## config.mk

```make
export PLATFORM = sky130hd
export DESIGN_NAME = rsa_modexp_core
export DESIGN_NICKNAME = d
export VERILOG_FILES = /design/src/rtl/rsa_pkg.sv /design/src/rtl/rsa_montmul.sv /design/src/rtl/rsa_modexp_core.sv
export SDC_FILE = /design/constraint.sdc
export NUM_CORES = 1
export LEC_CHECK = 0
export ABC_AREA = 1
export BUFFER_PORTS_ARGS = -buffer_cell sky130_fd_sc_hd__buf_2
export CAP_MARGIN = 20
export CORE_AREA = 4 4 112 114
export DETAILED_ROUTE_END_ITERATION = 10
export DIE_AREA = 0 0 116 118
export PLACE_DENSITY = 0.86
export SLEW_MARGIN = 10
export SYNTH_ARGS = -nofsm -noshare
export SYNTH_HDL_FRONTEND = slang
export SYNTH_SLANG_ARGS = --single-unit
```

## constraint.sdc

```tcl
create_clock -name clk -period 3 [get_ports clk]
set_input_delay 0.6 -clock clk [delete_from_list [all_inputs] [get_ports clk]]
set_output_delay 0.6 -clock clk [all_outputs]
set_load 0.03 [all_outputs]
```

## src/rtl/rsa_pkg.sv

```systemverilog
// Shared types and helpers for the modular-exponentiation core.
//   rsa_state_t : top-level sequencer states
//   mm_sel_t    : operand pair fed to the Montgomery multiplier
//   mm_cycles() / acc_w() : per-op cycle count and accumulator width for a given WIDTH
//   msb_index() : position of the highest set bit (0 when the value is 0)
package rsa_pkg;

  typedef enum logic [2:0] {
    ST_IDLE, ST_PRE_M, ST_PRE_X, ST_LOOP_SQ, ST_LOOP_MUL, ST_POST, ST_DONE
  } rsa_state_t;

  typedef enum logic [2:0] {
    M_CONST, ONE_CONST, SQ, MUL, POST
  } mm_sel_t;

  function automatic int unsigned mm_cycles(input int unsigned width);
    return width + 2;
  endfunction

  function automatic int unsigned acc_w(input int unsigned width);
    return width + 2;
  endfunction

  localparam int unsigned DEFAULT_WIDTH = 8;
  localparam int unsigned MM_CYCLES     = mm_cycles(DEFAULT_WIDTH);
  localparam int unsigned ACC_W         = acc_w(DEFAULT_WIDTH);

  function automatic int unsigned msb_index(input logic [63:0] v);
    int unsigned idx;
    idx = 0;
    for (int unsigned b = 0; b < 64; b++) begin
      if (v[b]) idx = b;
    end
    return idx;
  endfunction

endpackage

```

## src/rtl/rsa_montmul.sv

```systemverilog
// Bit-serial Montgomery multiplier: r = a*b*2^-WIDTH mod n.
//   clk, rstb (sync, active-low), ena (freeze when low), clear (abort)
//   go   : load a/b/n and start an op (WIDTH+2 enabled cycles total)
//   a, b, n : operands, n odd
//   done : high during the correction cycle; r is valid in that same cycle
//   r    : corrected result (combinational off the accumulator)
module rsa_montmul
  import rsa_pkg::*;
#(
  parameter int unsigned WIDTH = 8
) (
  input  logic             clk,
  input  logic             rstb,
  input  logic             ena,
  input  logic             clear,
  input  logic             go,
  input  logic [WIDTH-1:0] a,
  input  logic [WIDTH-1:0] b,
  input  logic [WIDTH-1:0] n,
  output logic             done,
  output logic [WIDTH-1:0] r
);

  localparam int unsigned AW = acc_w(WIDTH);
  localparam int unsigned CW = $clog2(WIDTH);

  typedef enum logic [1:0] {MM_IDLE, MM_ITER, MM_CORR} mm_phase_t;

  mm_phase_t        phase;
  logic [WIDTH-1:0] a_r, b_r, n_r;
  logic [AW-1:0]    acc;
  logic [CW-1:0]    cnt;

  logic [AW:0]      sum1, sum2;
  logic [AW-1:0]    acc_step, acc_corr;

  always_comb begin
    sum1     = (AW+1)'(acc) + (a_r[cnt] ? (AW+1)'(b_r) : '0);
    sum2     = sum1 + (sum1[0] ? (AW+1)'(n_r) : '0);
    acc_step = AW'(sum2 >> 1);
    acc_corr = (acc >= AW'(n_r)) ? (acc - AW'(n_r)) : acc;
    r        = WIDTH'(acc_corr);
    done     = (phase == MM_CORR);
  end

  always_ff @(posedge clk) begin
    if (!rstb) begin
      phase <= MM_IDLE;
      a_r   <= '0;
      b_r   <= '0;
      n_r   <= '0;
      acc   <= '0;
      cnt   <= '0;
    end else if (clear) begin
      phase <= MM_IDLE;
      acc   <= '0;
      cnt   <= '0;
    end else if (ena) begin
      if (go) begin
        a_r   <= a;
        b_r   <= b;
        n_r   <= n;
        acc   <= '0;
        cnt   <= '0;
        phase <= MM_ITER;
      end else begin
        case (phase)
          MM_ITER: begin
            acc <= acc_step;
            cnt <= cnt + CW'(1);
            if (cnt == CW'(WIDTH - 1)) phase <= MM_CORR;
          end
          MM_CORR: phase <= MM_IDLE;
          default: phase <= MM_IDLE;
        endcase
      end
    end
  end

endmodule

```

## src/rtl/rsa_modexp_core.sv

```systemverilog
// C = M^E mod P via left-to-right square-and-multiply on rsa_montmul.
//   clk, rstb (sync, active-low), ena (freeze), clear (abort to IDLE)
//   start : accepted in IDLE or DONE; latches P, E, M, Const
//   P, E, M, Const (= R^2 mod P) : WIDTH-bit operands
//   busy  : run in progress; eoc : result ready (level); err : P even/zero
//   C     : result, valid while eoc
module rsa_modexp_core
  import rsa_pkg::*;
#(
  parameter int unsigned WIDTH       = 8,
  parameter bit          EXP_SKIP_LZ = 1'b1
) (
  input  logic             clk,
  input  logic             rstb,
  input  logic             ena,
  input  logic             clear,
  input  logic             start,
  input  logic [WIDTH-1:0] P,
  input  logic [WIDTH-1:0] E,
  input  logic [WIDTH-1:0] M,
  input  logic [WIDTH-1:0] Const,
  output logic             busy,
  output logic             eoc,
  output logic             err,
  output logic [WIDTH-1:0] C
);

  localparam int unsigned CW = $clog2(WIDTH);
  localparam logic [WIDTH-1:0] ONE = WIDTH'(1);

  rsa_state_t       state;
  mm_sel_t          sel;
  logic             go;
  logic [WIDTH-1:0] p_r, e_r, m_r, k_r, mb, xb;
  logic [CW-1:0]    idx;
  logic [WIDTH-1:0] mm_a, mm_b, mm_r;
  logic             mm_done;

  always_comb begin
    mm_a = '0;
    mm_b = '0;
    case (sel)
      M_CONST:   begin mm_a = m_r; mm_b = k_r; end
      ONE_CONST: begin mm_a = ONE; mm_b = k_r; end
      SQ:        begin mm_a = xb;  mm_b = xb;  end
      MUL:       begin mm_a = mb;  mm_b = xb;  end
      POST:      begin mm_a = xb;  mm_b = ONE; end
      default:   begin mm_a = '0;  mm_b = '0;  end
    endcase
  end

  rsa_montmul #(.WIDTH(WIDTH)) u_mm (
    .clk   (clk),
    .rstb  (rstb),
    .ena   (ena),
    .clear (clear),
    .go    (go),
    .a     (mm_a),
    .b     (mm_b),
    .n     (p_r),
    .done  (mm_done),
    .r     (mm_r)
  );

  // Each op's result is captured on its correction edge and the next op is
  // issued by a registered go, so ops abut with no gap cycles.
  always_ff @(posedge clk) begin
    if (!rstb) begin
      state <= ST_IDLE;
      sel   <= M_CONST;
      go    <= 1'b0;
      busy  <= 1'b0;
      eoc   <= 1'b0;
      err   <= 1'b0;
      C     <= '0;
      p_r   <= '0;
      e_r   <= '0;
      m_r   <= '0;
      k_r   <= '0;
      mb    <= '0;
      xb    <= '0;
      idx   <= '0;
    end else if (clear) begin
      state <= ST_IDLE;
      go    <= 1'b0;
      busy  <= 1'b0;
      eoc   <= 1'b0;
      err   <= 1'b0;
      C     <= '0;
    end else if (ena) begin
      go <= 1'b0;
      case (state)
        ST_IDLE, ST_DONE: begin
          if (start) begin
            p_r <= P;
            e_r <= E;
            m_r <= M;
            k_r <= Const;
            C   <= '0;
            eoc <= 1'b0;
            err <= 1'b0;
            idx <= EXP_SKIP_LZ ? CW'(msb_index(64'(E))) : CW'(WIDTH - 1);
            if (!P[0]) begin
              state <= ST_DONE;
              eoc   <= 1'b1;
              err   <= 1'b1;
            end else begin
              state <= ST_PRE_M;
              sel   <= M_CONST;
              go    <= 1'b1;
              busy  <= 1'b1;
            end
          end
        end
        ST_PRE_M: if (mm_done) begin
          mb    <= mm_r;
          state <= ST_PRE_X;
          sel   <= ONE_CONST;
          go    <= 1'b1;
        end
        ST_PRE_X: if (mm_done) begin
          xb <= mm_r;
          go <= 1'b1;
          if (EXP_SKIP_LZ && (e_r == '0)) begin
            state <= ST_POST;
            sel   <= POST;
          end else begin
            state <= ST_LOOP_SQ;
            sel   <= SQ;
          end
        end
        ST_LOOP_SQ: if (mm_done) begin
          xb <= mm_r;
          go <= 1'b1;
          if (e_r[idx]) begin
            state <= ST_LOOP_MUL;
            sel   <= MUL;
          end else if (idx == '0) begin
            state <= ST_POST;
            sel   <= POST;
          end else begin
            idx <= idx - CW'(1);
            sel <= SQ;
          end
        end
        ST_LOOP_MUL: if (mm_done) begin
          xb <= mm_r;
          go <= 1'b1;
          if (idx == '0) begin
            state <= ST_POST;
            sel   <= POST;
          end else begin
            idx   <= idx - CW'(1);
            state <= ST_LOOP_SQ;
            sel   <= SQ;
          end
        end
        ST_POST: if (mm_done) begin
          C     <= mm_r;
          state <= ST_DONE;
          eoc   <= 1'b1;
          busy  <= 1'b0;
        end
        default: state <= ST_IDLE;
      endcase
    end
  end

endmodule
```

* Word-level counts from Yosys, hierarchy flattened
Index checks and enable logic that the tools add are counted.
** Storage, ports and cells
- Word-level logic and storage cells :: 146
- Output and inout port bits :: 11
- Flip-flop bits (word level) :: 108
** Cells by class
- Reductions and logical operators :: 27
- Multiplexer cells :: 66
- Bitwise operators :: 2
- Add/sub/neg operators :: 5
- $lt $le $gt $ge :: 3
- Equality and inequality tests :: 23
** Operators by type and width (number)
- 3-bit 2-to-1 mux :: 33
- 8-bit 2-to-1 mux :: 5
- 8-bit case mux with 4 select lines :: 1
- 8-bit case mux with 3 select lines :: 1
- 10-bit 2-to-1 mux :: 2
- 3-bit case mux with 6 select lines :: 1
- 2-bit != test, second input constant :: 8
- 8-bit case mux with 2 select lines :: 1
- 4-bit AND reduction :: 4
- 3-bit == test, second input constant :: 5
- 3-bit case mux with 5 select lines :: 1
- 3-bit by 2-bit == test with 1-bit output, second input constant :: 4
- 1-bit 2-to-1 mux :: 12
- 10-bit by 8-bit adder with 11-bit output :: 1
- 11-bit adder :: 1
- 10-bit by 8-bit >= comparator with 1-bit output :: 1
- 2-bit OR reduction :: 5
- 3-bit zero test :: 3
- 3-bit case mux with 3 select lines :: 1
- 9-bit AND reduction :: 1
- 8-bit zero test :: 1
- 3-bit by 4-bit less-than comparator with 1-bit output, second input constant :: 2
- 8-bit AND reduction :: 1
- 8-bit subtractor :: 1
- 20 further kinds :: 30

* Logic depth before layout (Yosys ltp)
Gate-level depths: netlist of run 1.
- Depth after elaboration :: 9
- Gate-level depth with buffers :: 28
- Mapped depth without buffers :: 28

* By module
From an unflattened synthesis of run 1, not the netlist that was laid out.
** Second synthesis, totals
- Cell total of the unflattened synthesis :: 897
- Area total of the unflattened synthesis :: 6133.4 µm²
** By module, submodules not included
- rsa_modexp_core :: sequential area each 1381.3 µm², cells an instance 461, area an instance 3175.5 µm², instances 1
- rsa_montmul :: sequential area each 780.7 µm², cells an instance 436, area an instance 2957.8 µm², instances 1

* Worst setup path before layout of run 1
OpenSTA, ideal clock, no wires.
- Kind :: register to register
- From :: register u_mm.cnt[0]
- To :: register u_mm.acc[6]
- Arrival :: 3.196 ns
- Buffers on the path :: 0
- Data required time :: 2.883 ns
- Setup time :: 0.117 ns
- Slack :: -0.313 ns
- Stages on the path, launching flop included :: 24
- Period minus slack after synthesis :: 3.313 ns
- Cell sequence :: dfxtp_1 -> o21ai_0 -> o22ai_1 -> nand2_1 -> nand2_1 -> inv_1 -> nor2_1 -> ha_1 -> inv_1 -> fa_1 -> inv_1 -> nand3_1 -> nand2_1 -> a21oi_1 -> o21ai_0 -> xor2_1 -> ha_1 -> nand2_1 -> inv_1 -> a21oi_1 -> nand2_1 -> or2_2 -> nand3_1 -> a21oi_1
** On the way
- Word-level cells in the longest chain between the ends :: 8
** RTL lines
- start: declaration :: line rsa_montmul.sv:32 : logic [CW-1:0] cnt;
- start signal: assignment :: line rsa_montmul.sv:70 : cnt <= cnt + CW'(1);
- 1-bit binary-select mux with 3-bit select (*) :: line rsa_montmul.sv:38 : sum1 = (AW+1)'(acc) + (a_r[cnt] ? (AW+1)'(b_r) : '0);
- 1-bit 2-to-1 mux (not written as such) (*) :: line rsa_montmul.sv:38
- 8-bit 2-to-1 mux (*) :: line rsa_montmul.sv:38
- 10-bit by 8-bit adder with 11-bit output (*) :: line rsa_montmul.sv:38
- 8-bit 2-to-1 mux :: line rsa_montmul.sv:39 : sum2 = sum1 + (sum1[0] ? (AW+1)'(n_r) : '0);
- 11-bit adder (*) :: line rsa_montmul.sv:39
- 10-bit 2-to-1 mux (*) :: line rsa_montmul.sv:67 : case (phase)
- 10-bit 2-to-1 mux (*) :: line rsa_montmul.sv:59 : if (go) begin
- end signal: assignment :: line rsa_montmul.sv:69 : acc <= acc_step;
- end: declaration :: line rsa_montmul.sv:31 : logic [AW-1:0] acc;
Mark *: on every way between the ends. The rest lies on a longest branch, timed or not. The select of a mux whose other input is x is not followed.
A chain may end at the register's enable or synchronous reset.

* Worst setup path in the final report of run 1
- From :: register u_mm.cnt[0]
- To :: register u_mm.acc[9]
The elaborated chain is that of the path after synthesis.

==> flow_summary.ini, run 1 <==
[drt]
post_dr_vias_cell = 5.67
drtPass1Iterations = 6
drcViolationCount = 0
drtAntennaViolNets = 0
vias = 6696
wire_length_after_detailed_routing_um = 18300
detail_route.wl_per_cell_um = 15.5
drtIter0Drc = 683

[grt]
vias_in_the_first_global_route = 5964
grtUsageMet3_pct = 3.96
grtUsageMet2_pct = 40.6
grt_pass1_wl_um = 27700
track_usage_pct = 24.9
grt_antenna_before_repair = 0
maximum_number_of_pins_on_one_net_before_global_route_repair = 49
routing_layer_with_the_top_usage_in_global_route = met2
grt_util_met1_pct = 32.5
overflow = 0

[timing]
setup-violations-final = 9
fin_skew_ns = 0.00982
final.min_clock_period_ns = 3.52
final_cycle_utilization_of_the_critical_path_pct = 117
worst_slack_ns = -0.516
hold_viol_final = 0
max_slew_margin_pct = 54.2
setup-tns-final_ns = -2.76
worst_max_slew_pin_slew_ns = 0.685
achievable-frequency_mhz = 284
rsz0062_at_grt = yes
drv_slew = 0

[critical_path]
crit_arrival_ns = 3.80
crit_slowest_cell = sky130_fd_sc_hd__dfxtp_4
critical-path-max-stage-delay_ns = 0.39
critical_path.max_fanout = 6
cp_num_buf_inv = 8
worst-setup-path-type = register to register
crit_family = adder cells
start_kind = register
critPathCaptureType = register
worstPathRequired_ns = 3.28
cp_common_cell = sky130_fd_sc_hd__nand2_1

[synth]
async_reset_ff_share_pct = 0
synth_ff_type = sky130_fd_sc_hd__dfxtp_1
netlist-cell-type-count = 43
postSynthRegisterBits = 108
yosysSeqAreaShare_pct = 34.3
post-synth-top-area-cell = sky130_fd_sc_hd__dfxtp_1
synth_fp_nets = 1025
yosys_top_cell_area_share_pct = 34.3
syn_area_per_cell_sq_um = 6.57
ys_top_cells_by_count = sky130_fd_sc_hd__nand2_1 (241), sky130_fd_sc_hd__inv_1 (147), sky130_fd_sc_hd__a21oi_1 (112)
synth.cell_area_sq_um = 6290
synth_warnings = 0
synth_edf_count = 0
post-synth-top-count-cell = sky130_fd_sc_hd__nand2_1
synthTopCellsByArea = sky130_fd_sc_hd__dfxtp_1 (34%), sky130_fd_sc_hd__nand2_1 (14%), sky130_fd_sc_hd__a21oi_1 (8.9%)
netlist_instances = 958

[flow_run]
drv.max_cap_violation_count = 0

[clock_network]
clock_tree.root_cell = sky130_fd_sc_hd__clkbuf_16
clock_insertion_delay_worst_skew_ns = 0.36
clk_path_buf_depth = 2
tritoncts.num_buffers = 9
cts.sink_count = 108
cts_tree = done
cts.reportedPaths.clkPinSlew_ns = 0.08
hold_buffers = 0
clock_tree.htree_level_count = 3

[layout]
diodes = 0
finalNetCount = 1101
final_layout_size_suffix_gt1_share_pct = 20.4
final_core_utilization_pct = 66.4
syn2layout_area_growth_pct = 20.4
finish.cell_count_without_fillers = 1181

[pwr]
combPwrFrac_pct = 10.7
power.share.clock_pct = 40.9
power.net_switching_uw = 797
internal_power_uw = 2280
power.density_cell_area_nw_per_um2 = 406
irDropWorstVdd_v = 0.000269
p_seq_share_pct = 48.4
fin_total_pwr_uw = 3070
leakage_uw = 0.00352
p_sw_share_pct = 25.9

[placed_design]
place_congestion = 0.931
port_buffers = 47
dp_cells = 1151
detailedPlacementHpwl_um = 11600
place_worst_setup_slack_ns = -0.266

[die]
floorplan.initialDensity_pct = 55.1
ioPinCount = 48
die_span_in_x_um = 116
std_cell_rows = 39
core_sq_um = 11400
design.die.area_sq_um = 13700
fp.dieH_um = 118

[outcome]
outcome = finished with violations
violated_checks = negative setup slack

[worst_hold_path]
hold_path_class = register to register
==> worst paths after layout <==
kind	startpoint	endpoint	slack, ns	cells after the start
max reg2reg	u_mm.cnt[0]$_SDFFE_PP0P_	u_mm.acc[9]$_SDFFE_PP0P_	-0.52	25
max	u_mm.cnt[0]$_SDFFE_PP0P_	u_mm.acc[9]$_SDFFE_PP0P_	-0.52	25
min reg2reg	m_r[5]$_SDFFE_PN0P_	m_r[5]$_SDFFE_PN0P_	0.45	2
min	m_r[5]$_SDFFE_PN0P_	m_r[5]$_SDFFE_PN0P_	0.45	2
==> worst min-delay path: cells and delay by family (launching register included) <==
family / cells / cell delay, ns
buf+inv: 1 / 0.05
flops: 1 / 0.31
compound gates: 1 / 0.05
==> logic make-up (layout without fill, tap and decap cells) <==
| logic type | after synthesis | count (layout) | share of synthesized area, % |
|---|---|---|---|
| AND/OR/NAND/NOR | 396 | 396 | 27.3 |
| AO/OA/AOI/OAI | 224 | 224 | 19.0 |
| buffers and inverters | 190 | 270 | 11.6 |
| flip-flops | 108 | 108 | 34.3 |
| adder cells (fa/ha/maj) | 30 | 30 | 6.32 |
| XOR/XNOR | 10 | 10 | 1.39 |
==> layout by cell type (no fill, tap or decap), types with 3 or more instances in the layout <==
cell type                     n
sky130_fd_sc_hd__nand2_1    222
sky130_fd_sc_hd__nor3_1       4
sky130_fd_sc_hd__inv_1      141
sky130_fd_sc_hd__nor2_1      57
sky130_fd_sc_hd__dfxtp_1    106
sky130_fd_sc_hd__a21oi_1    101
sky130_fd_sc_hd__buf_6        6
sky130_fd_sc_hd__ha_4         5
sky130_fd_sc_hd__inv_2       20
sky130_fd_sc_hd__o21ai_2      6
sky130_fd_sc_hd__xor2_1       7
sky130_fd_sc_hd__nand3_4      3
sky130_fd_sc_hd__nand3_1     42
sky130_fd_sc_hd__o22ai_1      7
sky130_fd_sc_hd__or2_2        3
sky130_fd_sc_hd__buf_2       47
sky130_fd_sc_hd__o211ai_1     3
sky130_fd_sc_hd__nand2_2     18
sky130_fd_sc_hd__ha_1        21
sky130_fd_sc_hd__clkbuf_16   10
sky130_fd_sc_hd__o21ai_0     52
sky130_fd_sc_hd__buf_4       38
sky130_fd_sc_hd__nand4_1     16
sky130_fd_sc_hd__o21ai_1     31
sky130_fd_sc_hd__nor2_2      11
sky130_fd_sc_hd__a21oi_2     10
sky130_fd_sc_hd__inv_6        3
sky130_fd_sc_hd__nand3_2      8
sky130_fd_sc_hd__nand2_4      3
==> per-layer routing <==
metal  share of wire [%]  up-vias
met5                   0        -
met4                 4.4        0
met3                 9.1       80
met2                  48      349
met1                  39     3040
li1                    -     3227
==> flip-flops by register name, indices dropped and copies added, names as in the netlist <==
| signal | cells |
|---|---|
| u_mm.n_r | 8 |
| eoc | 1 |
| e_r | 8 |
| err | 1 |
| k_r | 8 |
| u_mm.a_r | 8 |
| u_mm.b_r | 8 |
| state | 3 |
| go | 1 |
| m_r | 8 |
| u_mm.cnt | 3 |
| p_r | 8 |
| u_mm.phase | 2 |
| sel | 3 |
| busy | 1 |
| mb | 8 |
| u_mm.acc | 10 |
| idx | 3 |
| xb | 8 |
| C | 8 |
==> timing repair <==
action	in CTS	in global routing
pin swaps	22	41
gates resized for setup	31	51
buffers inserted	9	7
setup endpoints to repair	7	9
==> metrics by stage <==
step           hold slack, ns  cell area [sq um]
6_report                0.449               7580
5_1_grt                 0.468               7580
4_1_cts                 0.453               7340
3_5_place_dp            0.442               6840
3_3_place_gp            0.437               6840
2_1_floorplan           0.421               6310
==> power groups by stage <==
stage	Clock (uW)	Sequential, uW	Combinational (uW)
after floorplan	0	1520	232
after global placement	0	1520	318
after detailed placement	0	1520	322
after CTS	1250	1490	325
after global routing	1310	1490	372
final	1260	1490	329
==> cell type report <==
| cell class | instances | area [sq um] |
|---|---|---|
| clock buffer | 11 | 254 |
| clock inverter | 4 | 52.6 |
| fill | 930 | 3840 |
| inverter | 163 | 617 |
| multi-input combinational | 660 | 3700 |
| sequential | 108 | 2170 |
| tap | 143 | 179 |
| timing repair buffer | 92 | 608 |
Power figures use the tool's default switching activity.
==> run 2, diff against run 1 <==
--- a/config.mk
+++ b/config.mk
@@ -8,10 +8,11 @@
 export ABC_AREA = 1
 export BUFFER_PORTS_ARGS = -buffer_cell sky130_fd_sc_hd__buf_2
 export CAP_MARGIN = 20
-export CORE_AREA = 4 4 112 114
+export CORE_AREA = 4 4 157 83
 export DETAILED_ROUTE_END_ITERATION = 10
-export DIE_AREA = 0 0 116 118
+export DIE_AREA = 0 0 161 87
 export PLACE_DENSITY = 0.86
+export RECOVER_POWER = 25
 export SLEW_MARGIN = 10
 export SYNTH_ARGS = -nofsm -noshare
 export SYNTH_HDL_FRONTEND = slang
==> flow_summary.ini, run 2 (synthesis results as in run 1) <==
[layout]
layout.area.seq_sq_um = 2170
finalNetCount = 1092
largest_register_ff_count = 10
final_layout_size_suffix_gt1_share_pct = 16.5
fillers = 1005
multi_input_area_sq_um = 3580
post-route-cell-area_sq_um = 7370
finish.cell_count_without_fillers = 1195
syn2layout_area_growth_pct = 17.0
largest_register = u_mm.acc
layout.cells.most_common_list = sky130_fd_sc_hd__nand2_1 (233), sky130_fd_sc_hd__inv_1 (142), sky130_fd_sc_hd__dfxtp_1 (106), sky130_fd_sc_hd__a21oi_1 (103), sky130_fd_sc_hd__nor2_1 (59)
commonest_non_fill_non_tap_cell_in_the_layout = sky130_fd_sc_hd__nand2_1
diodes = 0
final_core_utilization_pct = 63.3

[timing]
max_slew_margin_pct = 2.11
final_cycle_utilization_of_the_critical_path_pct = 114
worst_max_slew_pin_slew_ns = 1.47
worst_slack_ns = -0.425
drv_slew = 0
setup-tns-final_ns = -2.02
final.min_clock_period_ns = 3.42
hold_viol_final = 0
fin_skew_ns = 0.0132
rsz0062_at_grt = yes
setup-violations-final = 6
final.hold.worst_slack_ns = 0.447
achievable-frequency_mhz = 292

[pwr]
leakage_uw = 0.00336
power.density_cell_area_nw_per_um2 = 413
irDropWorstVdd_v = 0.000322

[critical_path]
crit_arrival_ns = 3.65
start_kind = register
setup.worst_path.start = u_mm.cnt[0]$_SDFFE_PP0P_
rr_endpoint = u_mm.acc[9]$_SDFFE_PP0P_
critPathCaptureType = register
critical_path.max_fanout = 6
worstPathRequired_ns = 3.22
rr_startpoint = u_mm.cnt[0]$_SDFFE_PP0P_
r2r_setup_slack_ns = -0.42
worst-setup-path-type = register to register
worstRegToRegCells = 27

[die]
die_span_in_x_um = 161
ioPinCount = 48
std_cell_rows = 28
core_sq_um = 11600
floorplan.initialDensity_pct = 54.1
fp.dieH_um = 87
design.die.area_sq_um = 14000

[clock_network]
tritoncts.num_buffers = 9
clk_path_buf_depth = 2
clock_tree.htree_level_count = 3
clock_insertion_delay_worst_skew_ns = 0.36
hold_buffers = 0
cts.sink_count = 108
clock_tree.root_cell = sky130_fd_sc_hd__clkbuf_16
cts.reportedPaths.clkPinSlew_ns = 0.07
cts_tree = done

[grt]
overflow = 0
grt_pass1_wl_um = 28000
vias_in_the_first_global_route = 5939
grt_antenna_before_repair = 0
maximum_number_of_pins_on_one_net_before_global_route_repair = 47
track_usage_pct = 24.5

[drt]
post_dr_vias_cell = 5.39
drtPass1Iterations = 5
drtIter0Drc = 682
vias = 6446
wire_length_after_detailed_routing_um = 17200
drtAntennaViolNets = 0
drcViolationCount = 0
detail_route.wl_per_cell_um = 14.4

[placed_design]
detailedPlacementHpwl_um = 12000
postPlaceCellArea_sq_um = 6850
dp_cells = 1172
place_congestion = 0.948
port_buffers = 47

[worst_hold_path]
hold_end = m_r[7]$_SDFFE_PN0P_
hold_path_class = register to register
holdPathStages = 2
worstHoldStart = m_r[7]$_SDFFE_PN0P_

[flow_run]
drv.max_cap_violation_count = 0

[outcome]
outcome = finished with violations
violated_checks = negative setup slack
-- run 2: cell types whose count changed in the layout (fill, tap and decap cells not counted), sizes merged --
cell,delta
buf,-21
inv,-1
clkbuf,+13
clkinv,+1
bufinv,-1
clkinvlp,+1
-- run 2: stage by stage --
stage	setup WS, ns	total power [uW]
finish	-0.425	3040
global route	-0.606	3150
CTS	-0.286	3040
detailed placement	-0.359	1850
global placement	-0.169	1840
floorplan	-0.0934	1750
-- run 2: worst max-delay path by stage --
stage / end / cells past startpoint / slack, ns
after floorplan: u_mm.acc[6]$_SDFFE_PP0P_ / 23 / -0.09
after detailed placement: u_mm.acc[8]$_SDFFE_PP0P_ / 28 / -0.36
after CTS: u_mm.acc[8]$_SDFFE_PP0P_ / 27 / -0.29
final: u_mm.acc[9]$_SDFFE_PP0P_ / 27 / -0.42
after global routing: u_mm.acc[8]$_SDFFE_PP0P_ / 27 / -0.61
after global placement: u_mm.acc[6]$_SDFFE_PP0P_ / 23 / -0.17
-- run 2: layout make-up --
class	instances	area share, %
multi-input combinational	660	48.6
inverter	163	8.37
clock inverter	4	0.493
sequential	108	29.4
timing repair buffer	83	6.67
tap	165	2.80
clock buffer	12	3.63
-- run 2: worst max-delay path, cell delays in order, from the launching register on --
cell                      delay (ns)
sky130_fd_sc_hd__dfxtp_4        0.38
sky130_fd_sc_hd__inv_4          0.07
sky130_fd_sc_hd__o21ai_2        0.06
sky130_fd_sc_hd__o22ai_1        0.15
sky130_fd_sc_hd__nand2_1        0.08
sky130_fd_sc_hd__nand2_2        0.09
sky130_fd_sc_hd__inv_4          0.06
sky130_fd_sc_hd__nor2_4         0.11
sky130_fd_sc_hd__ha_4           0.15
sky130_fd_sc_hd__inv_2          0.04
sky130_fd_sc_hd__fa_2           0.35
sky130_fd_sc_hd__inv_2          0.07
sky130_fd_sc_hd__nand3_2        0.08
sky130_fd_sc_hd__nand2_2        0.10
sky130_fd_sc_hd__a21oi_2        0.07
sky130_fd_sc_hd__o21ai_2        0.15
sky130_fd_sc_hd__xor2_1         0.17
sky130_fd_sc_hd__ha_1           0.29
sky130_fd_sc_hd__buf_4          0.16
sky130_fd_sc_hd__buf_6          0.11
sky130_fd_sc_hd__nand2_2        0.06
sky130_fd_sc_hd__inv_1          0.05
sky130_fd_sc_hd__a21oi_2        0.12
sky130_fd_sc_hd__nand2_1        0.08
sky130_fd_sc_hd__nand3_2        0.08
sky130_fd_sc_hd__o21ai_1        0.06
sky130_fd_sc_hd__nand2_1        0.07
sky130_fd_sc_hd__a21oi_2        0.05
-- run 2: where the power goes --
part	total, uW	switching (uW)	internal (uW)
combinational	336	227	109
sequential	1490	21.1	1470
clock	1220	570	649
-- run 2: repair_timing --
item	4_1_cts	5_1_grt
setup endpoints to repair	7	9
resized for setup	20	32
buffers inserted	5	2
cloned	0	0
endpoints found under the hold margin	0	0
pin swaps	16	23
-- run 2: per-layer routing --
| layer | vias to the layer above | global-route usage [%] | share of wire, % |
|---|---|---|---|
| met5 | - | 0 | 0 |
| met4 | 0 | 7.43 | 2.2 |
| met3 | 37 | 5.82 | 7.0 |
| met2 | 213 | 40.7 | 46 |
| met1 | 2981 | 32.2 | 45 |
| li1 | 3215 | - | - |
==> run 3, diff against run 2 <==
==> constraint.sdc (replaced) <==
create_clock -name clk -period 3 [get_ports clk]
set_input_delay 0.15 -clock clk [delete_from_list [all_inputs] [get_ports clk]]
set_output_delay 0.15 -clock clk [all_outputs]
set_load 0.03 [all_outputs]
==> flow_summary.ini, run 3 (synthesis results as in run 1) <==
[outcome]
outcome = finished with violations
violated_checks = negative setup slack

[timing]
final_cycle_utilization_of_the_critical_path_pct = 112
max_slew_margin_pct = 29.1
worst_max_slew_pin_slew_ns = 1.06
final.min_clock_period_ns = 3.36
drv_slew = 0
achievable-frequency_mhz = 297
worst_slack_ns = -0.363
setup-violations-final = 8
hold_viol_final = 0
fin_skew_ns = 0.0146
rsz0062_at_grt = yes

[drt]
drtPass1Iterations = 6
vias = 6448
drtAntennaViolNets = 0
detail_route.wl_per_cell_um = 14.2
post_dr_vias_cell = 5.36
wire_length_after_detailed_routing_um = 17100
drcViolationCount = 0
drtIter0Drc = 624

[placed_design]
place_congestion = 0.953
port_buffers = 47
detailedPlacementHpwl_um = 11700
postPlaceCellArea_sq_um = 6850

[layout]
multi_input_area_sq_um = 3630
fillers = 956
post-route-cell-area_sq_um = 7480
finalNetCount = 1100
largest_register_ff_count = 10
layout.area.seq_sq_um = 2170
diodes = 0
layout.cells.most_common_list = sky130_fd_sc_hd__nand2_1 (229), sky130_fd_sc_hd__inv_1 (141), sky130_fd_sc_hd__dfxtp_1 (106), sky130_fd_sc_hd__a21oi_1 (98), sky130_fd_sc_hd__nor2_1 (60)
syn2layout_area_growth_pct = 18.9
commonest_non_fill_non_tap_cell_in_the_layout = sky130_fd_sc_hd__nand2_1
final_core_utilization_pct = 64.3
final_layout_size_suffix_gt1_share_pct = 18.4
largest_register = u_mm.acc

[grt]
overflow = 0
vias_in_the_first_global_route = 6040
maximum_number_of_pins_on_one_net_before_global_route_repair = 59
track_usage_pct = 23.9
grt_antenna_before_repair = 0
grt_pass1_wl_um = 27400

[die]
core_sq_um = 11600
design.die.area_sq_um = 14000
floorplan.initialDensity_pct = 54.1
std_cell_rows = 28
die_span_in_x_um = 161
fp.dieH_um = 87
ioPinCount = 48

[pwr]
power.net_switching_uw = 879
power.density_cell_area_nw_per_um2 = 409
p_sw_share_pct = 28.7
combPwrFrac_pct = 10.9
leakage_uw = 0.00343
p_seq_share_pct = 48.7
irDropWorstVdd_v = 0.000314
power.share.clock_pct = 40.4
internal_power_uw = 2180
fin_total_pwr_uw = 3060

[clock_network]
clk_path_buf_depth = 2
tritoncts.num_buffers = 9
cts.reportedPaths.clkPinSlew_ns = 0.08
clock_insertion_delay_worst_skew_ns = 0.36
clock_tree.root_cell = sky130_fd_sc_hd__clkbuf_16
clock_tree.htree_level_count = 3
hold_buffers = 0
cts_tree = done
cts.sink_count = 108

[critical_path]
critical_path.max_fanout = 6
worstPathRequired_ns = 3.23
critPathCaptureType = register
start_kind = register
crit_arrival_ns = 3.59
worst-setup-path-type = register to register

[flow_run]
drv.max_cap_violation_count = 0

[worst_hold_path]
hold_path_class = input port to register
==> run 3: cell count changes in the layout (fill, tap and decap cells not counted), moves of 3 or more <==
| cell | change |
|---|---|
| sky130_fd_sc_hd__a21oi_1 | -5 |
| sky130_fd_sc_hd__a21oi_2 | +3 |
| sky130_fd_sc_hd__buf_4 | +4 |
| sky130_fd_sc_hd__buf_6 | +3 |
| sky130_fd_sc_hd__nand2_1 | -4 |
| sky130_fd_sc_hd__nand3_1 | -4 |
| sky130_fd_sc_hd__nand3_2 | +4 |
==> run 3: path summary, 6_finish.rpt <==
kind	from	slack, ns	cells past startpoint	end
setup / recovery	u_mm.cnt[0]$_SDFFE_PP0P_	-0.36	24	u_mm.acc[6]$_SDFFE_PP0P_
hold / removal	P[7]	0.05	3	p_r[7]$_SDFFE_PN0P_
setup reg to reg	u_mm.cnt[0]$_SDFFE_PP0P_	-0.36	24	u_mm.acc[6]$_SDFFE_PP0P_
hold reg to reg	m_r[5]$_SDFFE_PN0P_	0.45	2	m_r[5]$_SDFFE_PN0P_
==> run 3: critical path: stages, from the launching register on <==
cell and delay (ns):
sky130_fd_sc_hd__dfxtp_4 0.38, sky130_fd_sc_hd__inv_4 0.08, sky130_fd_sc_hd__o21ai_2 0.07, sky130_fd_sc_hd__o22ai_2 0.13
sky130_fd_sc_hd__nand2_1 0.08, sky130_fd_sc_hd__nand2_2 0.08, sky130_fd_sc_hd__inv_2 0.04, sky130_fd_sc_hd__nor2_2 0.09
sky130_fd_sc_hd__ha_2 0.19, sky130_fd_sc_hd__inv_2 0.04, sky130_fd_sc_hd__fa_2 0.34, sky130_fd_sc_hd__buf_4 0.14
sky130_fd_sc_hd__buf_4 0.12, sky130_fd_sc_hd__xnor2_1 0.12, sky130_fd_sc_hd__ha_1 0.39, sky130_fd_sc_hd__nand2_1 0.12
sky130_fd_sc_hd__inv_1 0.05, sky130_fd_sc_hd__nand2_2 0.07, sky130_fd_sc_hd__nand2_2 0.07, sky130_fd_sc_hd__nand2_1 0.07
sky130_fd_sc_hd__nand2_1 0.07, sky130_fd_sc_hd__buf_4 0.13, sky130_fd_sc_hd__or2_4 0.22, sky130_fd_sc_hd__nand3_2 0.06
sky130_fd_sc_hd__a21oi_2 0.06
==> run 3: routing by layer <==
layer	up-vias	track usage, %	routed length, um
met5	-	0	0
met1	2910	30.5	7560
li1	3237	-	-
met3	56	6.76	1420
met4	0	9.13	482
met2	245	39.0	7590
==> run 3: repair_timing <==
item / in CTS / in global routing
setup buffers: 11 / 5
setup endpoints to repair: 7 / 9
pin swaps: 30 / 22
gates resized for setup: 38 / 30
==> run 3: layout make-up <==
| cell class | count | area share [%] |
|---|---|---|
| sequential | 108 | 29.0 |
| timing repair buffer | 91 | 7.47 |
| multi-input combinational | 660 | 48.5 |
| tap | 165 | 2.76 |
| inverter | 163 | 8.21 |
| clock inverter | 7 | 1.09 |
| clock buffer | 9 | 3.01 |
==> run 3: through the flow <==
| step | worst slack [ns] | hold slack, ns | setup TNS (ns) | instances |
|---|---|---|---|---|
| after global placement | -0.167 | 0.417 | -0.537 | 1172 |
| final | -0.363 | 0.0468 | -2.17 | 1203 |
| after global routing | -0.564 | 0.0698 | -3.43 | 1203 |
| after detailed placement | -0.353 | 0.421 | -1.48 | 1172 |
| after floorplan | -0.0934 | 0.288 | -0.218 | 958 |
| after CTS | -0.306 | 0.0385 | -1.01 | 1198 |
==> run 3: power groups by stage <==
stage	sequential, uW	clock (uW)	combinational [uW]
2_1_floorplan	1520	0	232
3_3_place_gp	1520	0	318
3_5_place_dp	1520	0	324
4_1_cts	1490	1250	327
5_1_grt	1490	1310	378
6_report	1490	1240	334
